$ cat config.mk
export PLATFORM = sky130hd
export DESIGN_NAME = pipe_stage_reg
export DESIGN_NICKNAME = d
export VERILOG_FILES = /design/src/rtl/pipe_pkg.sv /design/src/rtl/pipe_skid_entry.sv /design/src/rtl/pipe_stage_reg.sv
export SDC_FILE = /design/constraint.sdc
export NUM_CORES = 1
export LEC_CHECK = 0
export ABC_AREA = 1
export ABC_CLOCK_PERIOD_IN_PS = 1300
export CAP_MARGIN = 20
export CORE_UTILIZATION = 34
export CTS_CLUSTER_DIAMETER = 150
export DETAILED_ROUTE_END_ITERATION = 7
export DONT_BUFFER_PORTS = 1
export HOLD_SLACK_MARGIN = 0.05
export PLACE_DENSITY = 0.51
export SETUP_SLACK_MARGIN = 0.2
export SLEW_MARGIN = 0
export SYNTH_ARGS = -nofsm -noshare
export SYNTH_HDL_FRONTEND = slang
export SYNTH_HIERARCHICAL = 1
export SYNTH_SLANG_ARGS = --single-unit
$ cat constraint.sdc
create_clock -name clk -period 1.3 [get_ports clk]
set_input_delay 0.13 -clock clk [delete_from_list [all_inputs] [get_ports clk]]
set_output_delay 0.13 -clock clk [all_outputs]
set_load 0.01 [all_outputs]
$ cat src/rtl/pipe_pkg.sv
// pipe_pkg: stage payload bundles and widths for the LCA pipeline.
// Bundles are packed so each stage register carries one flat word.
package pipe_pkg;

  localparam int OCC_W = 2;

  typedef struct packed {
    logic [15:0] Instr;
    logic [15:0] PC;
    logic [15:0] PCInc;
  } if_id_t;

  typedef struct packed {
    logic [15:0] Instr;
    logic [15:0] PC;
    logic [15:0] PCInc;
    logic [15:0] Imm;
    logic [3:0]  AluOp;
    logic [2:0]  WriteAdd;
    logic        RegWrite;
    logic        MemRead;
    logic        MemWrite;
  } id_rr_t;

  typedef struct packed {
    logic [15:0] Data1;
    logic [15:0] Data2;
    logic [15:0] Imm;
    logic [15:0] PC;
    logic [15:0] PCInc;
    logic [3:0]  AluOp;
    logic [2:0]  WriteAdd;
    logic        RegWrite;
    logic        MemRead;
    logic        MemWrite;
  } rr_ex_t;

  typedef struct packed {
    logic [15:0] ALUOut;
    logic [15:0] StoreData;
    logic [15:0] PCInc;
    logic [15:0] PCImmInc;
    logic [2:0]  WriteAdd;
    logic [1:0]  CCR;
    logic        CCRWrite;
    logic        MemRead;
    logic        MemWrite;
    logic        WriteRF;
  } ex_mem_t;

  typedef struct packed {
    logic [15:0] MemData;
    logic [15:0] Imm970s;
    logic [15:0] PCImmInc;
    logic [15:0] ALUOut;
    logic [15:0] PCInc;
    logic [2:0]  WriteAdd;
    logic [1:0]  R7WriteSelect;
    logic [1:0]  RegWriteSelect;
    logic [1:0]  CCR;
    logic        CCRWrite;
    logic        WriteRF;
    logic        WriteR7;
  } mem_wb_t;

  localparam int IF_ID_W  = $bits(if_id_t);
  localparam int ID_RR_W  = $bits(id_rr_t);
  localparam int RR_EX_W  = $bits(rr_ex_t);
  localparam int EX_MEM_W = $bits(ex_mem_t);
  localparam int MEM_WB_W = $bits(mem_wb_t);

endpackage

$ cat src/rtl/pipe_skid_entry.sv
// pipe_skid_entry: one valid+payload flop. Priority flush > load > clear.
// Ports: clk, reset(async low), load, clear, flush, loadData -> valid, data.
module pipe_skid_entry #(
  parameter int              WIDTH          = 16,
  parameter logic [WIDTH-1:0] RESET_VAL     = '0,
  parameter bit              CLEAR_ON_FLUSH = 1'b1
) (
  input  logic             clk,
  input  logic             reset,
  input  logic             load,
  input  logic             clear,
  input  logic             flush,
  input  logic [WIDTH-1:0] loadData,
  output logic             valid,
  output logic [WIDTH-1:0] data
);

  always_ff @(posedge clk or negedge reset) begin
    if (!reset) begin
      valid <= 1'b0;
      data  <= RESET_VAL;
    end else if (flush) begin
      valid <= 1'b0;
      if (CLEAR_ON_FLUSH) data <= RESET_VAL;
    end else if (load) begin
      valid <= 1'b1;
      data  <= loadData;
    end else if (clear) begin
      valid <= 1'b0;
    end
  end

endmodule

$ cat src/rtl/pipe_stage_reg.sv
// pipe_stage_reg: valid/ready stage register with flush; macro PIPE_SKID_EN
// adds a skid entry and registered in_ready. Ports: clk, reset(async low),
// in_valid/in_data/in_ready, out_valid/out_data/out_ready, flush, occupancy.
module pipe_stage_reg
  import pipe_pkg::*;
#(
  parameter int               WIDTH          = 16,
  parameter logic [WIDTH-1:0] RESET_VAL      = '0,
  parameter bit               CLEAR_ON_FLUSH = 1'b1
) (
  input  logic             clk,
  input  logic             reset,
  input  logic             in_valid,
  input  logic [WIDTH-1:0] in_data,
  output logic             in_ready,
  output logic             out_valid,
  output logic [WIDTH-1:0] out_data,
  input  logic             out_ready,
  input  logic             flush,
  output logic [OCC_W-1:0] occupancy
);

  logic             upXfer;
  logic             downXfer;
  logic             mainValid;
  logic             mainLoad;
  logic             mainClear;
  logic [WIDTH-1:0] mainIn;
  logic [WIDTH-1:0] mainData;

  assign upXfer    = in_valid && in_ready;
  assign downXfer  = mainValid && out_ready;
  assign out_valid = mainValid;
  assign out_data  = mainData;

`ifdef PIPE_SKID_EN
  logic             skidValid;
  logic             skidLoad;
  logic             skidClear;
  logic             mainFree;
  logic [WIDTH-1:0] skidData;

  // in_ready comes straight from the skid valid flop: no comb path
  // from out_ready back upstream.
  assign in_ready  = !skidValid;
  assign mainFree  = !mainValid || out_ready;

  // A waiting skid beat is older than anything arriving now.
  assign mainLoad  = mainFree && (skidValid || upXfer);
  assign mainIn    = skidValid ? skidData : in_data;
  assign mainClear = downXfer;

  assign skidLoad  = upXfer && (skidValid || !mainFree);
  assign skidClear = skidValid && mainFree;

  assign occupancy = {1'b0, mainValid} + {1'b0, skidValid};

  pipe_skid_entry #(
    .WIDTH         (WIDTH),
    .RESET_VAL     (RESET_VAL),
    .CLEAR_ON_FLUSH(CLEAR_ON_FLUSH)
  ) uSkid (
    .clk     (clk),
    .reset   (reset),
    .load    (skidLoad),
    .clear   (skidClear),
    .flush   (flush),
    .loadData(in_data),
    .valid   (skidValid),
    .data    (skidData)
  );
`else
  assign in_ready  = out_ready || !mainValid;
  assign mainLoad  = upXfer;
  assign mainIn    = in_data;
  assign mainClear = downXfer;
  assign occupancy = {1'b0, mainValid};
`endif

  pipe_skid_entry #(
    .WIDTH         (WIDTH),
    .RESET_VAL     (RESET_VAL),
    .CLEAR_ON_FLUSH(CLEAR_ON_FLUSH)
  ) uMain (
    .clk     (clk),
    .reset   (reset),
    .load    (mainLoad),
    .clear   (mainClear),
    .flush   (flush),
    .loadData(mainIn),
    .valid   (mainValid),
    .data    (mainData)
  );

endmodule
# [Word level (Yosys, flattened, before mapping)]
# Index checks and enable logic that the tools add are counted.
[word_totals] regBits=17 inputBits=21 out_inout_bits=20 wordCells=13
[classes] muxes=5 n_reduce_logical=6
[ops] op="two-way mux 16 bit" count=2
[ops] op="two-way mux 1 bit" count=3
[ops] op="nonzero test 3 bit" count=1
[ops] op="logical AND 1 bit" count=2
[ops] op="nonzero test 2 bit" count=1
[ops] op="zero test 1 bit" count=1
[ops] op="logical OR 1 bit" count=1

# [Logic depth before layout (Yosys ltp)]
[logic_depth] ltp_word=5 mapped_depth=7 ltp_nobuf=5

# [By module]
# Netlist, hierarchy kept.
[modules_own_cells] module="pipe_skid_entry" n_inst=1 cells_per_inst=75 area_per_inst_um2=696.9 seq_area_each_um2=425.4
[modules_own_cells] module="pipe_stage_reg" n_inst=1 cells_per_inst=9 area_per_inst_um2=46.3 seq_area_each_um2=0.0

# [Least setup slack after synthesis]
# OpenSTA, ideal clock, no wires.
[synth_timing] kind="flip-flop to flip-flop" from="reg uMain.valid" to="reg uMain.data[10]" setup_ns=0.117 arrival_ns=0.999 required_time_ns=1.183 path_slack_ns=0.185 path_stages_with_launch=7 n_path_buf=2 period_less_slack_ns=1.115 cell_sequence="dfrtp_1 > a21oi_2 > buf_6 > nor2_4 > buf_6 > nand2_1 > nand2_1"
[synth_between] elab_chain_cells=4
[synth_lines] item="start, declared" line="pipe_skid_entry.sv:14" rtl="output logic valid,"
[synth_lines] item="start signal, assigned" line="pipe_skid_entry.sv:20" rtl="valid <= 1'b0;"
[synth_lines] item="start signal, assigned" line="pipe_skid_entry.sv:23" rtl="valid <= 1'b0;"
[synth_lines] item="start signal, assigned" line="pipe_skid_entry.sv:26" rtl="valid <= 1'b1;"
[synth_lines] item="zero test 1 bit" line="pipe_stage_reg.sv:73" rtl="assign in_ready = out_ready || !mainValid;"
[synth_lines] item="logical OR 1 bit" line="pipe_stage_reg.sv:73"
[synth_lines] item="logical AND 1 bit" line="pipe_stage_reg.sv:31" rtl="assign upXfer = in_valid && in_ready;"
[synth_lines] item="net mainLoad" line="pipe_stage_reg.sv:26" rtl="logic mainLoad;"
[synth_lines] item="nonzero test 2 bit (no line)"
[synth_lines] item="end signal, assigned" line="pipe_skid_entry.sv:27" rtl="data <= loadData;"
[synth_lines] item="end, declared" line="pipe_skid_entry.sv:15" rtl="output logic [WIDTH-1:0] data"
# The timed path passes the listed nets, and every way through them passes these cells.
# A chain may end at the register's enable or synchronous reset.

# [Worst setup path in the final report]
[layout_timing] from="reg uMain.valid" to="reg uMain.data[6]"
# Same word-level chain as after synthesis.

==> impl_metrics.tcl <==
set metrics [dict create \
    numClockSinks 17 \
    status "finished clean" \
    die_h_um 48.8 \
    post-route-util_pct 52.8 \
    reg2reg_from "uMain/valid" \
    rsz0062_at_grt "true" \
    switching_share_pct 28.3 \
    final_cell_mix "nand2_1 (29), dlygate4sd3_1 (19), nand3_1 (16), dfrtp_1 (16), nand2_2 (5)" \
    cpMostUsedCell "nand2_1" \
    crit_fanout 8 \
    diodes 0 \
    hold_violations 0 \
    finalCritPeriodShare_pct 84.1 \
    crit_cells 5 \
    routed_wl_um 1730 \
    maxSlewViolCount 0 \
    path_cells "a21oi_4, nor2_4, clkbuf_16, nand2_1, nand2_1" \
    pin_count 41 \
    crit_arrival_ns 1.28 \
    dp_hpwl_um 1020 \
    htree_levels 1 \
    fin_area_mm2 0.00106 \
    pwr-share-seq_pct 55.7 \
    worst_pin_slew_ns 0.785 \
    slowest_stage "dfrtp_2" \
    fin_worst_skew_ns 0.00309 \
    drc_errors 0 \
    yosys_warnings 6 \
    hp-start "flush" \
    slew_headroom_pct 47.5 \
    crit_family "flip-flops" \
    dr.pass1.iters 4 \
    drtIter0Drc 3 \
    fmax_mhz 915 \
    total_power_mw 1.09 \
    power_frac_comb_pct 17.9 \
    yosysUniqueCellTypes 11 \
    min_period_ns 1.09 \
    max_stage_delay_ns 0.44 \
    fin_nets 127 \
    clkPwrFrac_pct 26.4 \
    synthToLayoutAreaGrowth_pct 42.3 \
    ant_nets 0 \
    syn_inst 84 \
    hold_end "uMain/valid" \
    fp.dieW_um 48.8 \
    worstSetupPathType "register to register" \
    whs_ns 0.0988 \
    grt_pass1_vias 597 \
    ir_drop_v 0.000587 \
    wire_per_inst_um 13.1 \
    antenna_found_initial 0 \
    cts_made_buffers 3 \
    power.switching_uw 309 \
    clk_pin_slew_worst_paths_ns 0.10 \
    internal-power_uw 782 \
    layout_commonest_cell "nand2_1" \
    grt_max_degree 18 \
    setup_viol 0 \
    critPathBufInv 1 \
    synth-seq-area-share_pct 57.2 \
    fp.dieArea_mm2 0.00238 \
    grt_pass1_wl_um 2660 \
    syn-cell-area_um2 743 \
    worstSkewPairLatency_ns 0.29 \
    gp_congestion 0.570 \
    clk_path_buf_depth 2 \
    cap_violations 0 \
    fillCellCount 198 \
    place_area_um2 737 \
    initial_core_util_pct 37.1 \
    drive_gt1_share_pct 18.1 \
    critPathCaptureType "register" \
    start_kind "register" \
    worstPathRequired_ns 1.49 \
    ctsRootBufferMaster "clkbuf_4" \
    postSynthAreaPerCell_um2 8.85 \
    viasPerCell 4.59 \
    vias 606 \
    rrSetupSlack_ns 0.21 \
    reg2regPathDepth 5 \
    cts_tree "built" \
    track_usage_pct 15.0 \
    syn_nets 105 \
    core-area_mm2 0.00200 \
    io_buffers 0 \
    hold_path_class "input pin to register" \
    grt_overflow_total 0 \
    hold_depth 3 \
    synth_seq_cells 17 \
    p_leak_nw 0.562 \
    tns_ns 0 \
    cellPowerDensity_mw_per_mm2 1030 \
    register_area_um2 427 \
    rr_endpoint "uMain/data[6]" \
    multi_input_area_um2 289 \
    rows 16 \
]
==> worst min-delay path, delay by kind of cell <==
| kind | cells | cell delay, ns |
|---|---|---|
| buf+inv | 1 | 0.10 |
| simple gates | 2 | 0.13 |
==> state kept, by name (all words and copies together) (netlist names) <==
| signal | flops |
|---|---|
| uMain/valid | 1 |
| uMain/data | 16 |
==> power by group through the flow <==
stage	registers (mW)	logic, mW	clock network [mW]
6_report	0.608	0.195	0.288
5_1_grt	0.613	0.215	0.313
4_1_cts	0.606	0.160	0.301
3_5_place_dp	0.615	0.0930	0
3_3_place_gp	0.613	0.0910	0
2_1_floorplan	0.612	0.0886	0
==> Yosys cell counts <==
cell type	count	area share [%]
buf_4	3	3.0
nand3_1	16	11
dfrtp_1	17	57
inv_2	1	0.50
nand2_1	37	19
a21oi_2	1	1.2
nor2_4	1	1.5
nor2_1	1	0.50
conb_1	1	0.50
buf_6	3	4.5
inv_1	3	1.5
==> layer usage <==
metal	share of wire (%)	track usage (%)	up-vias
met4	0.69	4.41	0
li1	-	-	304
met2	49	27.8	25
met3	7.0	7.55	2
met1	43	14.4	275
met5	0	0	-
==> repair_timing <==
action / in CTS / in global routing
gates cloned: 0 / 1
hold endpoints to repair: 34 / 0
pin swaps: 0 / 4
buffers inserted: 0 / 1
setup endpoints to repair: 17 / 17
hold buffers: 19 / 0
resized for setup: 4 / 12
==> worst max path at each step <==
stage                 from        endpoint  slack, ns
6_report       uMain/valid   uMain/data[6]       0.21
5_1_grt        uMain/valid   uMain/data[2]       0.17
4_1_cts        uMain/valid        in_ready       0.20
3_5_place_dp   uMain/valid   uMain/data[3]       0.19
3_3_place_gp   uMain/valid   uMain/data[1]       0.23
2_1_floorplan  uMain/valid  uMain/data[10]       0.20
==> area by class of cell <==
cell class	instances	share of cell area [%]
multi-input cells	57	27.3
inverters	4	1.42
well taps	27	3.20
repair buffers	23	25.2
flip-flops and latches	17	40.4
clock buffers	4	2.49
==> kinds of logic after synthesis <==
family,Yosys count,synth area share (%)
simple gates,55,31.5
buf+inv,10,9.59
flops,17,57.2
compound gates,1,1.18
other cells,1,0.505
==> per-stage QoR <==
| step | setup WS, ns | cells |
|---|---|---|
| 3_5_place_dp | 0.185 | 107 |
| 4_1_cts | 0.195 | 130 |
| 3_3_place_gp | 0.232 | 107 |
| 5_1_grt | 0.173 | 132 |
| 6_report | 0.207 | 132 |
| 2_1_floorplan | 0.204 | 84 |
Note: power is estimated with default switching activity, not from simulation.
